===== src/rtl/unidade_de_busca_pkg.sv =====
// Shared processor definitions: opcodes, instruction field layout and the
// fetch-stage state encoding.
package unidade_de_busca_pkg;

  localparam int LARGURA          = 32;
  localparam int ENDERECO_INICIAL = 1;
  localparam int ULTIMO_ENDERECO  = 130;

  // Instruction field layout
  localparam int OPCODE_MSB   = 31;
  localparam int OPCODE_LSB   = 27;
  localparam int OPCODE_BITS  = 5;
  localparam int REG_BITS     = 5;
  localparam int IMM_MOVE     = 22;
  localparam int IMM_BRANCH   = 17;
  localparam int IMM_JUMP     = 27;

  // Opcodes
  localparam logic [OPCODE_BITS-1:0] OP_ADD    = 5'd1;
  localparam logic [OPCODE_BITS-1:0] OP_BRANCH = 5'd12;
  localparam logic [OPCODE_BITS-1:0] OP_JUMP   = 5'd16;
  localparam logic [OPCODE_BITS-1:0] OP_HALT   = 5'd18;
  localparam logic [OPCODE_BITS-1:0] OP_IN     = 5'd19;
  localparam logic [OPCODE_BITS-1:0] OP_OUT    = 5'd20;
  localparam logic [OPCODE_BITS-1:0] OP_MOVE   = 5'd22;
  localparam logic [OPCODE_BITS-1:0] OP_LOAD   = 5'd23;
  localparam logic [OPCODE_BITS-1:0] OP_STORE  = 5'd24;
  localparam logic [OPCODE_BITS-1:0] OP_LOADI  = 5'd25;
  localparam logic [OPCODE_BITS-1:0] OP_CMP    = 5'd30;

  // Fetch-stage FSM encoding
  typedef enum logic [1:0] {
    INICIO = 2'd0,
    BUSCA  = 2'd1,
    PARADO = 2'd2
  } estado_busca_t;

  // Extracts the opcode field of an instruction word
  function automatic logic [OPCODE_BITS-1:0] opcode_de(input logic [LARGURA-1:0] palavra);
    return palavra[OPCODE_MSB:OPCODE_LSB];
  endfunction

endpackage


===== src/rtl/unidade_de_busca_if.sv =====
// Bundle between the fetch stage, the instruction memory and the control unit.
//
// Handshake: there is no ready back-pressure on the instruction register.
// valida=1 means instrucaoAtual/pcAtual hold an instruction to execute in this
// cycle. pausa=1 freezes the whole stage (PC, IR, pcAtual, valida) and
// overrides desvio, so control must re-assert a redirect after a stall.
// The memory answers combinationally: instrucao corresponds to endereco in
// the same cycle.
interface unidade_de_busca_if;
  import unidade_de_busca_pkg::*;

  logic [LARGURA-1:0] instrucao;
  logic [LARGURA-1:0] endereco;
  logic               pausa;
  logic               desvio;
  logic [LARGURA-1:0] alvo;
  logic [LARGURA-1:0] instrucaoAtual;
  logic [LARGURA-1:0] pcAtual;
  logic               valida;
  logic               parado;
  logic               erro;
  estado_busca_t      estado;   // debug view of the fetch FSM

  // Fetch stage side
  modport master (
    input  instrucao, pausa, desvio, alvo,
    output endereco, instrucaoAtual, pcAtual, valida, parado, erro, estado
  );

  // Memory/control side
  modport slave (
    output instrucao, pausa, desvio, alvo,
    input  endereco, instrucaoAtual, pcAtual, valida, parado, erro, estado
  );
endinterface


===== src/rtl/unidade_de_busca.sv =====
// Instruction fetch stage: owns the PC, drives the memory address, latches the
// returned word into the instruction register, and handles jumps, stalls,
// halt and out-of-range fetches.
module unidade_de_busca
  import unidade_de_busca_pkg::*;
#(
  parameter int P_ENDERECO_INICIAL = ENDERECO_INICIAL,
  parameter int P_ULTIMO_ENDERECO  = ULTIMO_ENDERECO
) (
  input  logic                clock,
  input  logic                reset,
  unidade_de_busca_if.master  bus
);

  logic [LARGURA-1:0] r_pc;
  logic [LARGURA-1:0] r_ir;
  logic [LARGURA-1:0] r_pc_atual;
  logic               r_valida;
  logic               r_parado;
  logic               r_erro;
  estado_busca_t      r_estado;

  logic [LARGURA-1:0] w_pc_prox;
  logic               w_fora;
  logic               w_halt;

  localparam logic [LARGURA-1:0] L_PC_RESET = LARGURA'(P_ENDERECO_INICIAL);
  localparam logic [LARGURA-1:0] L_PC_MAX   = LARGURA'(P_ULTIMO_ENDERECO);

  // Incrementer, range comparator and halt decode on the word being fetched
  assign w_pc_prox = r_pc + LARGURA'(1);
  assign w_fora    = (r_pc > L_PC_MAX);
  assign w_halt    = (opcode_de(bus.instrucao) == OP_HALT);

  // Fetch FSM; all outputs are registered. In BUSCA the if-chain order is the
  // priority: stall, redirect, out-of-range, halt, sequential fetch.
  always_ff @(posedge clock) begin
    if (reset) begin
      r_pc       <= L_PC_RESET;
      r_ir       <= '0;
      r_pc_atual <= '0;
      r_valida   <= 1'b0;
      r_parado   <= 1'b0;
      r_erro     <= 1'b0;
      r_estado   <= INICIO;
    end else begin
      case (r_estado)
        // Memory initialises on its first edge; nothing to latch yet
        INICIO: r_estado <= BUSCA;
        BUSCA: begin
          if (bus.pausa) begin
            r_estado <= BUSCA;
          end else if (bus.desvio) begin
            // Sequential word fetched this cycle is discarded: one bubble
            r_pc     <= bus.alvo;
            r_valida <= 1'b0;
          end else if (w_fora) begin
            r_estado <= PARADO;
            r_parado <= 1'b1;
            r_erro   <= 1'b1;
            r_valida <= 1'b0;
          end else if (w_halt) begin
            // Halt word is issued once; PC stays on it
            r_ir       <= bus.instrucao;
            r_pc_atual <= r_pc;
            r_valida   <= 1'b1;
            r_parado   <= 1'b1;
            r_estado   <= PARADO;
          end else begin
            r_ir       <= bus.instrucao;
            r_pc_atual <= r_pc;
            r_valida   <= 1'b1;
            r_pc       <= w_pc_prox;
          end
        end
        // Terminal until reset; only valida drops
        PARADO: r_valida <= 1'b0;
        default: r_estado <= INICIO;
      endcase
    end
  end

  assign bus.endereco       = r_pc;
  assign bus.instrucaoAtual = r_ir;
  assign bus.pcAtual        = r_pc_atual;
  assign bus.valida         = r_valida;
  assign bus.parado         = r_parado;
  assign bus.erro           = r_erro;
  assign bus.estado         = r_estado;

endmodule


===== src/flat_wrapper.sv =====
// flat-port wrapper written by rule: the top's interface ports become plain ports
module unidade_de_busca_flat import unidade_de_busca_pkg::*;
#(
  parameter int P_ENDERECO_INICIAL = ENDERECO_INICIAL,
  parameter int P_ULTIMO_ENDERECO  = ULTIMO_ENDERECO
)
  (clock, reset, bus_instrucao, bus_pausa, bus_desvio, bus_alvo, bus_endereco, bus_instrucaoAtual, bus_pcAtual, bus_valida, bus_parado, bus_erro, bus_estado);
  unidade_de_busca_if bus_i ();
  input  logic clock;
  input  logic reset;
  input wire logic [$bits(bus_i.instrucao)-1:0] bus_instrucao;
  input wire logic [$bits(bus_i.pausa)-1:0] bus_pausa;
  input wire logic [$bits(bus_i.desvio)-1:0] bus_desvio;
  input wire logic [$bits(bus_i.alvo)-1:0] bus_alvo;
  output wire logic [$bits(bus_i.endereco)-1:0] bus_endereco;
  output wire logic [$bits(bus_i.instrucaoAtual)-1:0] bus_instrucaoAtual;
  output wire logic [$bits(bus_i.pcAtual)-1:0] bus_pcAtual;
  output wire logic [$bits(bus_i.valida)-1:0] bus_valida;
  output wire logic [$bits(bus_i.parado)-1:0] bus_parado;
  output wire logic [$bits(bus_i.erro)-1:0] bus_erro;
  output wire logic [$bits(bus_i.estado)-1:0] bus_estado;
  assign bus_i.instrucao = bus_instrucao;
  assign bus_i.pausa = bus_pausa;
  assign bus_i.desvio = bus_desvio;
  assign bus_i.alvo = bus_alvo;
  assign bus_endereco = bus_i.endereco;
  assign bus_instrucaoAtual = bus_i.instrucaoAtual;
  assign bus_pcAtual = bus_i.pcAtual;
  assign bus_valida = bus_i.valida;
  assign bus_parado = bus_i.parado;
  assign bus_erro = bus_i.erro;
  assign bus_estado = bus_i.estado;
  unidade_de_busca #(.P_ENDERECO_INICIAL(P_ENDERECO_INICIAL), .P_ULTIMO_ENDERECO(P_ULTIMO_ENDERECO)) u_core (.clock(clock), .reset(reset), .bus(bus_i));
endmodule

===== config.mk =====
export PLATFORM = sky130hd
export DESIGN_NAME = unidade_de_busca_flat
export DESIGN_NICKNAME = d
export VERILOG_FILES = /design/src/rtl/unidade_de_busca_pkg.sv /design/src/rtl/unidade_de_busca_if.sv /design/src/rtl/unidade_de_busca.sv /design/src/flat_wrapper.sv
export SDC_FILE = /design/constraint.sdc
export NUM_CORES = 1
export LEC_CHECK = 0
export ABC_AREA = 1
export CORE_ASPECT_RATIO = 1.5
export CORE_MARGIN = 2
export CORE_UTILIZATION = 45
export DETAILED_ROUTE_END_ITERATION = 7
export PLACE_DENSITY_LB_ADDON = 0.3
export SLEW_MARGIN = 10
export SYNTH_ARGS = -nofsm -noshare
export SYNTH_HDL_FRONTEND = slang
export SYNTH_SLANG_ARGS = --single-unit

===== constraint.sdc =====
create_clock -name clock -period 2.6 [get_ports clock]
set_clock_uncertainty 0.15 [all_clocks]
set_input_delay 0.52 -clock clock [delete_from_list [all_inputs] [get_ports clock]]
set_output_delay 0.52 -clock clock [all_outputs]
set_load 0.005 [all_outputs]

==> results by group <==
Floorplan
  • Die width: 86.1 microns
  • I/O pins: 169
  • # rows: 45
  • Die ar.: 0.0109 sq mm
  • Effective utilization at floorplan: 0.456
  • Die H: 127 microns
  • Core area: 0.00997 sq mm

STA
  • Final setup fails: 0
  • Setup_tns: 0 ns
  • Worst Tran Pin Value: 0.422 ns
  • Final count of hold timing violations: 0
  • Final worst-path cycle share: 0.811
  • Worst rel slew slack: 0.718
  • Pins Over Slew Limit: 0
  • Final hold slack: 0.302 ns
  • Unrepaired setup endpoints after global routing: no
  • Minimum clock period: 2.11 ns
  • Peak Freq: 0.474 GHz
  • Setup WS post-layout: 0.491 ns

CTS
  • H-tree levels: 3
  • CTS tree: done
  • Clk Latency, worst-skew pair: 0.35 ns
  • Post-CTS Hold Buffers: 0
  • CTS max path bufs: 2
  • Sink Count: 101
  • Num CTS Buffers: 9
  • Root buf cell: clkbuf_16
  • CTS clk-pin slew, worst paths: 0.07 ns
  • Post-CTS Repair Setup Buffers: 0
  • Post-CTS Resized: 0

Place
  • GPL Wtd Cong: 0.964
  • Hpwl dp: 10.4 mm
  • Worst slack at placement: 0.199 ns
  • Placed cell area: 0.00636 sq mm
  • Port Buffer Count: 168
  • Placed insts: 958

Flow run
  • Max Cap Viol: 0

Setup path
  • FF-to-FF Start: u_core.bus.endereco[0]$_SDFFE_PP1P_
  • Critical path cell sequence: inv_1, ha_1, inv_1, nand2_1, nand2_1, o21ai_1, nand3_2, nor3_4, buf_4, o21ai_0, nor2_1
  • Max incr delay on CP: 0.37 ns
  • CP required: 2.73 ns
  • CP Class: reg2reg
  • CP endpoint kind: flop
  • Worst-path fanout max: 40
  • Worst Setup SP: u_core.bus.endereco[0]$_SDFFE_PP1P_
  • Slowest-stage cell, CP: dfxtp_1
  • Data arrival time of the worst path: 2.24 ns
  • Worst setup SP type: flop

Hold path
  • Hold Startpoint: u_core.bus.parado$_SDFFE_PP0P_
  • Hold Path Class: reg2reg

Logic synthesis
  • Mapped Area: 0.00455 sq mm
  • Gate Count Post-Synth: 691
  • FF+latch count, synth: 101
  • Synth Warn #: 0
  • Synth Net Count: 761
  • Synth cell types: 28
  • Post-synthesis sequential area ratio: 0.445
  • Mean Syn Cell Area: 6.58 sq um

Detailed routing
  • DR vias: 5040
  • # DRC: 1
  • 1st-pass router iterations: 7
  • Via density: 5.17
  • Wire per inst: 14.7 microns
  • Final wirelength: 14.3 mm
  • Drt first-iter violations: 296
  • Post-route ant nets: 0

Global route
  • Total GRT Usage: 0.263
  • Congestion Overflow GR: 0
  • Vias in the first global route: 4953
  • Initial antenna violation count: 0
  • Largest net degree at the start of global routing: 66
  • GR Util met2: 0.456
  • Gr busiest metal: met2
  • Met1 Use GR: 0.295
  • Met3 usage: 0.0762
  • Global-route wire length before repair: 23.2 mm

Finish
  • Nets: 922
  • Area Growth Syn to Fin: 46.3%
  • Layout cells sized above 1: 0.0432
  • Non-Filler Instances: 974
  • Commonest cells after routing, fill and taps aside: 183 x nand2_1, 168 x clkdlybuf4s50_1, 153 x nor2_1, 101 x dfxtp_1, 61 x inv_1
  • Post-layout instance area: 0.00665 sq mm
  • Ant diodes: 0
  • Number of fill cells in the layout: 886
  • Fin util: 0.668
  • Most common cell after layout, fill and taps aside: nand2_1

Power and ir drop
  • Worst vdd ir: 402 uV
  • PwrDens: 532 mW/mm^2
  • Power Total: 3.54 mW
  • Leak pwr: 2.85 nW

Outcome
  • Violated checks: DRC
  • Outcome: finished with violations
## synth_stat cells, drive strengths merged
cell	count	area (sq um)
a31oi	1	6.26
nand3	45	235
nand4	2	12.5
nor2	153	574
o31ai	1	7.51
nand2	183	687
clkbuf	11	41.3
clkinv	3	12.5
buf	19	104
a21oi	37	189
a22oi	1	7.51
xor2	5	43.8
or2	2	12.5
o21ai	57	285
dfxtp	101	2020
nor3	2	21.3
inv	63	236
a211oi	2	15.0
ha	2	25.0
mux2i	1	10.0
## worst paths after layout
| kind | end | slack, ns | cells past startpoint |
|---|---|---|---|
| setup / recovery | u_core.bus.pcAtual[4]$_SDFFE_PP0P_ | 0.49 | 11 |
| hold / removal | u_core.bus.parado$_SDFFE_PP0P_ | 0.30 | 2 |
| setup reg to reg | u_core.bus.pcAtual[4]$_SDFFE_PP0P_ | 0.49 | 11 |
| hold reg to reg | u_core.bus.parado$_SDFFE_PP0P_ | 0.30 | 2 |
## sequential cells by signal (all words and copies together) (netlist names)
signal                     cells
u_core.bus.instrucaoAtual     32
u_core.bus.parado              1
u_core.bus.estado              2
u_core.bus.valida              1
u_core.bus.erro                1
u_core.bus.endereco           32
u_core.bus.pcAtual            32
## final cells by class
type | instances | area (sq um) | share of cell area
Clock buffer | 9 | 225 | 0.0339
Tap cell | 117 | 146 | 0.0220
Inverter | 66 | 249 | 0.0374
Sequential cell | 101 | 2020 | 0.304
Multi-Input combinational cell | 494 | 2130 | 0.320
Timing Repair Buffer | 180 | 1810 | 0.272
Clock inverter | 7 | 68.8 | 0.0103
## report_power, final
part / switching, mW / internal (mW)
registers: 0.0652 / 1.61
logic: 0.256 / 0.289
clock network: 0.647 / 0.675
total: 0.968 / 2.57
## critical path: cells and delay by family (launching register included)
| family | cells | cell delay [ns] |
|---|---|---|
| AND/OR/NAND/NOR | 5 | 0.52 |
| buffers and inverters | 3 | 0.51 |
| AO/OA/AOI/OAI | 2 | 0.33 |
| flip-flops | 1 | 0.37 |
| adder cells (fa/ha/maj) | 1 | 0.15 |
## cells by family after synthesis
family                     synth area share
buffers and inverters                0.0867
DFF                                   0.445
adders and majority gates           0.00550
xor gates and xnor gates            0.00963
muxes                               0.00220
and+or+nand+nor                       0.339
AOI/OAI and AO/OA                     0.112
## routing by layer
metal,share of wire,wire (microns)
met3,0.090,1280
met1,0.37,5290
met2,0.51,7250
met4,0.034,482
met5,0,0
(Power assumes the default switching activity.)
==> variant: new RTL, same flow settings <==
Reset style: asynchronous (`reset`), changed in one clocked block.
--- a/src/rtl/unidade_de_busca.sv
+++ b/src/rtl/unidade_de_busca.sv
@@ -34,7 +34,7 @@
 
   // Fetch FSM; all outputs are registered. In BUSCA the if-chain order is the
   // priority: stall, redirect, out-of-range, halt, sequential fetch.
-  always_ff @(posedge clock) begin
+  always_ff @(posedge clock or posedge reset) begin
     if (reset) begin
       r_pc       <= L_PC_RESET;
       r_ir       <= '0;
Formal check against the unedited RTL: differs if reset is asserted again (counterexample within 4 cycles, from zero or initial values and one cycle with reset high); with reset held inactive, the same outputs for 4 cycles.
==> variant against the unedited design <==
Synthesized cell count decreased by 3.6%. Fmax decreased by 6.6%. Wire length increased by 0.60%. Final area increased by 9.1%. Count of clock-buffer cells in the layout unchanged. Via count decreased by 2.8%. Worst setup slack got worse by 150 ps. Critical endpoint is now u_core.bus.endereco[28]. Sequential cell count unchanged. Area after synthesis increased by 11%.
Power is not compared: it rests on default switching activity, and its combinational part moved more than twofold at a synthesized area within 25%.
==> variant: results (changes against the unedited design) <==
| Metric | Value | Unit | vs unedited |
| --- | --- | --- | --- |
| Post-Place Cells | 970 | - | +1.3% |
| Register-to-register setup slack | 340 | ps | -150 ps |
| Capturing point of the worst reg2reg path | u_core.bus.endereco[28] | - |  |
| Count of antenna-violating nets left after detailed routing | 0 | - | unchanged |
| Clock slew at reported path FFs | 80 | ps |  |
| Maximum number of pins on one net before global-route repair | 47 | - | -29% |
| Tightest Pin Transition | 693 | ps | +271 ps |
| Share of final-layout standard cells stronger than drive strength 1 | 0.0667 | - | +0.0236 |
| Static power due to leakage | 3.56 | nW |  |
| Type of the most critical hold path | reg2reg | - |  |
| Capture endpoint of the worst hold path | u_core.bus.parado | - |  |
| Wirelength per Cell | 14.6 | µm | -0.62% |
| IO buf count | 168 | - | unchanged |
| Via count of the first global-routing pass | 4,789 | - | -3.3% |
| Global placer's final weighted congestion | 0.917 | - | -4.9% |
| H-tree Lvls | 3 | - | unchanged |
| Worst path arrival time | 2400 | ps | +160 ps |
| Net count after synthesis | 736 | - | -3.3% |
| Leading post-synthesis cells by cell area | dfrtp_1, nand2_1, inv_1, nor2_1, nand3_1 | - |  |
| Clock latency reported for the late side of the worst-skew pair | 350 | ps | about the same |
| Detailed Place HPWL | 10,900 | µm | +4.7% |
| Number of buffers created by CTS | 9 | - | unchanged |
| Most numerous cell in the Yosys netlist | nand2_1 | - |  |
| Post-synthesis area per instance | 7.60 | µm² | +16% |
| Number of detailed-routing iterations run before antenna repair | 5 | - | -2 |
| Worst Reg2Reg Path Length in Cells | 9 | - | -2 |
| Largest fanout of any net on the critical path | 28 | - | -30% |
| FFs w/ async S/R, synth | 1.00 | - | +1.00 |
| Via/cell ratio | 4.97 | - | -4.0% |
| Global-route total usage across every layer | 0.240 | - | -0.0237 |
| Pre-CTS setup slack | 178 | ps | -21.1 ps |
| Most instantiated flip-flop cell in the synthesis netlist | dfrtp_1 | - |  |
| Final Routed Wirelength | 14,400 | µm | +0.60% |
| Outcome | complete, no violations | - |  |
| Seq/Total Area, Yosys | 0.499 | - | +0.0547 |
| Global route overflow | 0 | - | unchanged |
| Number of library cell types mapped by synthesis | 37 | - | +32% |
| Cells resized by post-CTS repair | 0 | - | unchanged |
| Most numerous cell types in the synthesized netlist | nand2_1, dfrtp_1, inv_1 | - |  |
| Count of cells along the worst hold path | 2 | - | unchanged |
| Wire length of the first global-routing pass | 23,300 | µm | +0.39% |
| Launch point of the worst hold path | u_core.bus.parado | - |  |
| Number of post-CTS setup repair buffers | 0 | - | unchanged |
| Number of nets in the layout | 904 | - | -2.0% |
| YS warnings | 0 | - | unchanged |
| Initial antenna violation count | 0 | - | unchanged |
| Maximum buffer depth of the clock tree | 2 | - | unchanged |
| Number of DRC markers after the initial detailed-route iteration | 155 | - | -48% |
| Reg-to-reg startpoint | u_core.bus.endereco[0] | - |  |
| Root buffer cell | clkbuf_16 | - |  |
[variant: cell count changes in the layout (fill, tap and decap cells not counted), sizes merged, moves of 3 or more]
| cell | delta |
|---|---|
| inv | +18 |
| clkinv | -3 |
| o211ai | +3 |
| nand2 | +89 |
| xor2 | -3 |
| nand3b | +10 |
| o21bai | +4 |
| dfrtp | +100 |
| o21ai | -3 |
| nor2 | -89 |
| dfxtp | -101 |
| a21oi | -32 |
| nand3 | -11 |
[variant: kinds of logic (layout without fill, tap and decap cells)]
kind of cell	Yosys count	after routing	share of synthesized area
simple gates	384	384	0.316
buf+inv	106	279	0.0914
flops	101	101	0.499
compound gates	71	71	0.0845
fa+ha+maj	2	2	0.00494
xor+xnor	2	2	0.00346
[variant: area by class of cell]
| cell class | instances | area [µm²] |
|---|---|---|
| inverter | 83 | 315 |
| timing repair buffer | 180 | 1830 |
| clock buffer | 9 | 225 |
| sequential | 101 | 2530 |
| fill | 957 | 3740 |
| clock inverter | 7 | 91.3 |
| multi-input combinational | 459 | 2080 |
| tap | 147 | 184 |
[variant: worst max-delay path, stage by stage, from the launching register on]
cell and delay [ps]:
dfstp_2 620, inv_1 100, ha_1 200, o21ai_1 160, o21ai_2 130, nand3_4 160
nand2_4 160, nand2_4 330, nand2_1 110, nand2_1 70
[variant: worst max-delay path by stage]
stage | start | to | slack, ps | cells past startpoint
floorplan | reset | u_core.bus.endereco[10] | 730 | 1
global placement | bus_pausa | u_core.bus.instrucaoAtual[17] | 250 | 8
detailed placement | bus_pausa | u_core.bus.instrucaoAtual[15] | 180 | 8
CTS | u_core.bus.endereco[0] | u_core.bus.endereco[28] | 340 | 9
global route | u_core.bus.endereco[11] | u_core.bus.endereco[28] | 170 | 10
finish | u_core.bus.endereco[0] | u_core.bus.endereco[28] | 340 | 9
[variant: through the flow]
stage,hold WS (ps),area [µm²],util
floorplan,301,5070,-
global placement,298,6940,0.631
detailed placement,301,6940,0.631
CTS,319,7260,0.660
global route,338,7260,0.660
finish,316,7260,0.660
[variant: power breakdown]
group / internal [mW] / leakage [nW] / switching (mW)
combinational: 0.740 / 2.07 / 0.659
clock: 0.771 / 0.151 / 0.652
sequential: 1.78 / 1.35 / 0.397
[variant: metal layers]
metal,wire (µm),global-route usage
met1,5500,0.264
met2,7500,0.444
met3,890,0.0421
met4,483,0.109
met5,0,0
